### src/rtl/simon_seq_engine.sv
// simon_seq_engine: replays the stored Simon pattern on the LEDs and checks player input against it.
// Define SIMON_SEQ_ECHO_EN to echo each matched player input on the LEDs for DWELL cycles (C_ECHO state).
module simon_seq_engine #(
  parameter int unsigned ADDR_W = 6,
  parameter int unsigned PAT_W  = 4,
  parameter int unsigned DWELL  = 8,
  parameter int unsigned GAP    = 2
) (
  input  logic              i_clk,
  input  logic              i_rst,
  input  logic              i_cmd_play,
  input  logic              i_cmd_check,
  input  logic              i_cmd_abort,
  input  logic [ADDR_W-1:0] i_last_idx,
  output logic [ADDR_W-1:0] o_mem_raddr,
  input  logic [PAT_W-1:0]  i_mem_rdata,
  input  logic              i_in_valid,
  input  logic [PAT_W-1:0]  i_in_pattern,
  output logic              o_in_ready,
  output logic [PAT_W-1:0]  o_led_pattern,
  output logic              o_busy,
  output logic              o_seq_done,
  output logic              o_check_ok,
  output logic              o_check_fail
);

  // One down-counter serves both the dwell and the gap timing.
  localparam int unsigned CNT_MAX = (DWELL > GAP) ? DWELL : GAP;
  localparam int unsigned CNT_W   = (CNT_MAX > 1) ? $clog2(CNT_MAX) : 1;

  typedef enum logic [3:0] {
    S_IDLE,
    S_P_FETCH,
    S_P_LOAD,
    S_P_SHOW,
    S_P_GAP,
    S_C_FETCH,
    S_C_LOAD,
    S_C_WAIT
`ifdef SIMON_SEQ_ECHO_EN
    , S_C_ECHO
`endif
  } state_t;

  state_t            r_state;
  logic [ADDR_W-1:0] r_idx;
  logic [ADDR_W-1:0] r_last;
  logic [PAT_W-1:0]  r_expected;
  logic [CNT_W-1:0]  r_cnt;
`ifdef SIMON_SEQ_ECHO_EN
  logic              r_final;
`endif
  logic              w_last;

  assign w_last      = (r_idx == r_last);
  assign o_mem_raddr = r_idx;

  // Sequencer FSM; led_pattern doubles as the shown-pattern latch during playback.
  always_ff @(posedge i_clk) begin
    if (i_rst) begin
      r_state       <= S_IDLE;
      r_idx         <= '0;
      r_last        <= '0;
      r_expected    <= '0;
      r_cnt         <= '0;
`ifdef SIMON_SEQ_ECHO_EN
      r_final       <= 1'b0;
`endif
      o_in_ready    <= 1'b0;
      o_led_pattern <= '0;
      o_busy        <= 1'b0;
      o_seq_done    <= 1'b0;
      o_check_ok    <= 1'b0;
      o_check_fail  <= 1'b0;
    end else begin
      o_seq_done   <= 1'b0;
      o_check_ok   <= 1'b0;
      o_check_fail <= 1'b0;
      if (i_cmd_abort && (r_state != S_IDLE)) begin
        r_state       <= S_IDLE;
        r_idx         <= '0;
        o_led_pattern <= '0;
        o_busy        <= 1'b0;
        o_in_ready    <= 1'b0;
      end else begin
        case (r_state)
          S_IDLE: begin
            if (i_cmd_play || i_cmd_check) begin
              r_idx   <= '0;
              r_last  <= i_last_idx;
              o_busy  <= 1'b1;
              r_state <= i_cmd_play ? S_P_FETCH : S_C_FETCH;
            end
          end
          S_P_FETCH: r_state <= S_P_LOAD;
          S_P_LOAD: begin
            o_led_pattern <= i_mem_rdata;
            r_cnt         <= CNT_W'(DWELL - 1);
            r_state       <= S_P_SHOW;
          end
          S_P_SHOW: begin
            if (r_cnt != '0) begin
              r_cnt <= r_cnt - 1'b1;
            end else begin
              o_led_pattern <= '0;
              if (w_last) begin
                r_state    <= S_IDLE;
                o_busy     <= 1'b0;
                o_seq_done <= 1'b1;
              end else begin
                r_idx <= r_idx + 1'b1;
                if (GAP == 0) begin
                  r_state <= S_P_FETCH;
                end else begin
                  r_cnt   <= CNT_W'(GAP - 1);
                  r_state <= S_P_GAP;
                end
              end
            end
          end
          S_P_GAP: begin
            if (r_cnt != '0) r_cnt <= r_cnt - 1'b1;
            else             r_state <= S_P_FETCH;
          end
          S_C_FETCH: r_state <= S_C_LOAD;
          S_C_LOAD: begin
            r_expected <= i_mem_rdata;
            o_in_ready <= 1'b1;
            r_state    <= S_C_WAIT;
          end
          S_C_WAIT: begin
            if (i_in_valid) begin
              o_in_ready <= 1'b0;
              if (i_in_pattern != r_expected) begin
                r_state      <= S_IDLE;
                o_busy       <= 1'b0;
                o_seq_done   <= 1'b1;
                o_check_fail <= 1'b1;
              end else begin
`ifdef SIMON_SEQ_ECHO_EN
                o_led_pattern <= i_in_pattern;
                r_cnt         <= CNT_W'(DWELL - 1);
                r_final       <= w_last;
                if (!w_last) r_idx <= r_idx + 1'b1;
                r_state       <= S_C_ECHO;
`else
                if (w_last) begin
                  r_state    <= S_IDLE;
                  o_busy     <= 1'b0;
                  o_seq_done <= 1'b1;
                  o_check_ok <= 1'b1;
                end else begin
                  r_idx   <= r_idx + 1'b1;
                  r_state <= S_C_FETCH;
                end
`endif
              end
            end
          end
`ifdef SIMON_SEQ_ECHO_EN
          S_C_ECHO: begin
            if (r_cnt != '0) begin
              r_cnt <= r_cnt - 1'b1;
            end else begin
              o_led_pattern <= '0;
              if (r_final) begin
                r_state    <= S_IDLE;
                o_busy     <= 1'b0;
                o_seq_done <= 1'b1;
                o_check_ok <= 1'b1;
              end else begin
                r_state <= S_C_FETCH;
              end
            end
          end
`endif
          default: r_state <= S_IDLE;
        endcase
      end
    end
  end

endmodule

### config.mk
export PLATFORM = sky130hd
export DESIGN_NAME = simon_seq_engine
export DESIGN_NICKNAME = d
export VERILOG_FILES = /design/src/rtl/simon_seq_engine.sv
export SDC_FILE = /design/constraint.sdc
export NUM_CORES = 1
export LEC_CHECK = 0
export ABC_AREA = 1
export BUFFER_PORTS_ARGS = -buffer_cell sky130_fd_sc_hd__clkbuf_2
export CORE_ASPECT_RATIO = 2
export CORE_MARGIN = 8
export CORE_UTILIZATION = 54
export DETAILED_ROUTE_END_ITERATION = 8
export PLACE_DENSITY = 0.79
export SYNTH_ARGS = -nofsm -noshare
export SYNTH_HDL_FRONTEND = slang
export SYNTH_SLANG_ARGS = --single-unit
### constraint.sdc
create_clock -name i_clk -period 1.9 [get_ports i_clk]
set_clock_uncertainty 0.2 [all_clocks]
set_input_delay 0.38 -clock i_clk [delete_from_list [all_inputs] [get_ports i_clk]]
set_output_delay 0.38 -clock i_clk [all_outputs]
set_load 0.03 [all_outputs]
==> impl_results.md <==
- Layout cells sized above 1: 0.219
- Global-route track usage on met1: 0.134
- H-tree levels: 2
- Crit path time final: 1.74 ns
- Design Power: 2.90 mW
- Crit path DAT: 1.72 ns
- Initial core utilization: 0.567
- Clock Path Buffers: 2
- CTS tree: built
- Num CTS Buffers: 5
- First-pass GRT wire length: 7.25 mm
- Largest family of logic cells by synthesized area: simple AND/OR/NAND/NOR gates
- Antenna-violating nets left: 0
- Full die area: 5230 sq um
- Synthesized area per cell: 6.52 sq um
- Die Height: 94.6 um
- Row count: 28
- IO buf count: 34
- Peak VDD IR: 965 uV
- Total global routing overflow: 0
- CTS sink count: 31
- Logic pwr share: 0.484
- Final Setup Violations: 0
- Gr usage total: 0.169
- Synth Register Bits: 31
- Post-synth ARST share: 0
- Via Count: 1741
- Max Cap Viol: 0
- Status: finished, final reports clean
- Commonest register cell after synthesis: dfxtp_1
- Hold path cells: 3
- Drt pass-1 iters: 4
- Clk slew on worst S/H paths: 0.06 ns
- Hold WC Path Type: in -> reg
- Diode count: 0
- Final core occ: 0.687
- Most frequent cells in the layout: nand2_1, inv_1, clkbuf_2
- Core box area: 2940 sq um
- Fin Hold WS: 0.147 ns
- Global-route met3 utilization: 0.0618
- Worst-Margin Slew: 0.426 ns
- Largest net degree at the start of global routing: 14
- Non-filler cells, final: 331
- Internal power: 1.59 mW
- Postcts setup bufs: 0
- Most common cell after layout, fill and taps aside: nand2_1
- Vias in the first global route: 1730
- Layout Nets: 323
- GPL Wtd Cong: 0.956
- Psw: 1.31 mW
- Area share of fa/ha/maj cells after synthesis: 0.0225
- CTS root buffer: clkbuf_8
- Routed length per placed instance: 13.0 um
- Pins Over Slew Limit: 0
- FMAX: 0.575 GHz
- Synthesized cell area: 1670 sq um
- Switching part of the total: 0.452
- Power density cells: 1440 nW/um^2
- Worst setup EP type: flop
- Synthesized Nets: 279
- Worst Path Required: 1.88 ns
- Final WL: 4.30 mm
- Netlist cell types: 24
- Sequential area share after synthesis: 0.372
- Startpoint types: flop
- Worst skew pair latency: 0.29 ns
- Hold Buf Count CTS: 0
- Met2 Track Usage GR: 0.332
- Post-Syn Instances: 256
- Relative slew slack: 0.713
- Critical Path Fanout Max: 7
- Reg2reg path depth: 11
- Busiest grt layer: met2
- Initial antenna violation count: 0
- WS Path Type: reg -> reg
- Vias per cell: 5.26
- Top-Level Pins: 35
- Leak: 0.965 nW
- Multiplexer area fraction after synthesis: 0
- Complex-gate fraction of the synthesized area: 0.133
- Yosys warns: 0
- Simple-Gate Fraction of Synth Area: 0.347
- Post-Place Cells: 323
- Final hold vios: 0
- Post-Synth XOR/XNOR Area: 0.0263
- Post-synth EDFFs: 0
- HPWL Detailed: 3.36 mm
- Area delta synth->final: 21.2%
- Die Wd: 55.3 um
- Clock share of power: 0.194
- Initial DRC Count: 58
- Final worst-path cycle share: 0.915
- # DRC: 0
- Seq pwr share: 0.322
## layout make-up
class	instances	area, sq um
Sequential cell	31	621
Fill cell	305	922
Clock buffer	8	100
Timing Repair Buffer	40	215
Tap cell	30	37.5
Multi-Input combinational cell	181	893
Inverter	41	154
## critical path, stage by stage (launching register included)
cell,delay (ns)
dfxtp_1,0.44
inv_1,0.06
nand2_1,0.06
nand2_1,0.05
nor2_1,0.15
nand3_2,0.19
nor2_1,0.14
inv_1,0.09
nand2_2,0.10
nand2_1,0.05
nand2_1,0.05
nor2_1,0.03
## final timing paths
| kind | end | start | slack (ns) |
|---|---|---|---|
| worst max-delay path | r_cnt[0] | o_mem_raddr[1] | 0.16 |
| worst min register to register | o_led_pattern[0] | o_led_pattern[0] | 0.26 |
| worst min-delay path | r_expected[0] | i_mem_rdata[0] | 0.15 |
| worst max register to register | r_cnt[0] | o_mem_raddr[1] | 0.16 |
## kinds of logic after synthesis
family | count (synthesis)
simple gates | 129
compound gates | 44
buf+inv | 44
flops | 31
xor+xnor | 5
fa+ha+maj | 3
## synth_stat cells (all sizes together) (2+ instances only)
cell type / count / area share
dfxtp: 31 / 0.37
o21ai: 16 / 0.048
xnor2: 3 / 0.016
nand3: 19 / 0.060
clkbuf: 2 / 0.0045
nand2: 73 / 0.18
nor2: 32 / 0.090
nand4: 2 / 0.0075
a21oi: 27 / 0.081
xor2: 2 / 0.011
inv: 41 / 0.092
ha: 3 / 0.023
## power by group through the flow
| stage | clock [mW] | sequential, mW | combinational (mW) |
|---|---|---|---|
| 2_1_floorplan | 0 | 1.02 | 0.928 |
| 5_1_grt | 0.601 | 0.961 | 1.58 |
| 3_5_place_dp | 0 | 0.950 | 1.35 |
| 3_3_place_gp | 0 | 0.943 | 1.34 |
| 4_1_cts | 0.573 | 0.935 | 1.37 |
| 6_report | 0.562 | 0.934 | 1.40 |
## repair_timing
| action | 4_1_cts | 5_1_grt |
|---|---|---|
| endpoints found under the hold margin | 0 | 0 |
| setup endpoints to repair | 0 | 5 |
| resized for setup | 0 | 3 |
## stage by stage
stage          setup TNS (ns)  area (sq um)  setup slack, ns
2_1_floorplan               0          1670            0.142
3_3_place_gp                0          1910            0.179
3_5_place_dp                0          1910            0.138
4_1_cts                     0          2010            0.151
5_1_grt              -0.00129          2020         -0.00129
6_report                    0          2020            0.162
## registers in the layout, indices dropped and copies added, names as in the netlist
signal         flops
o_busy             1
r_last             6
o_led_pattern      4
r_state            3
r_expected         4
o_in_ready         1
r_cnt              3
o_mem_raddr        6
o_check_fail       1
o_seq_done         1
o_check_ok         1
## per-layer routing
metal	vias to the layer above	part of all wire	wire length (um)
li1	888	-	-
met1	792	0.34	1480
met2	46	0.56	2390
met3	15	0.057	246
met4	0	0.043	184
met5	-	0	0
Note: power is estimated with default switching activity, not from simulation.
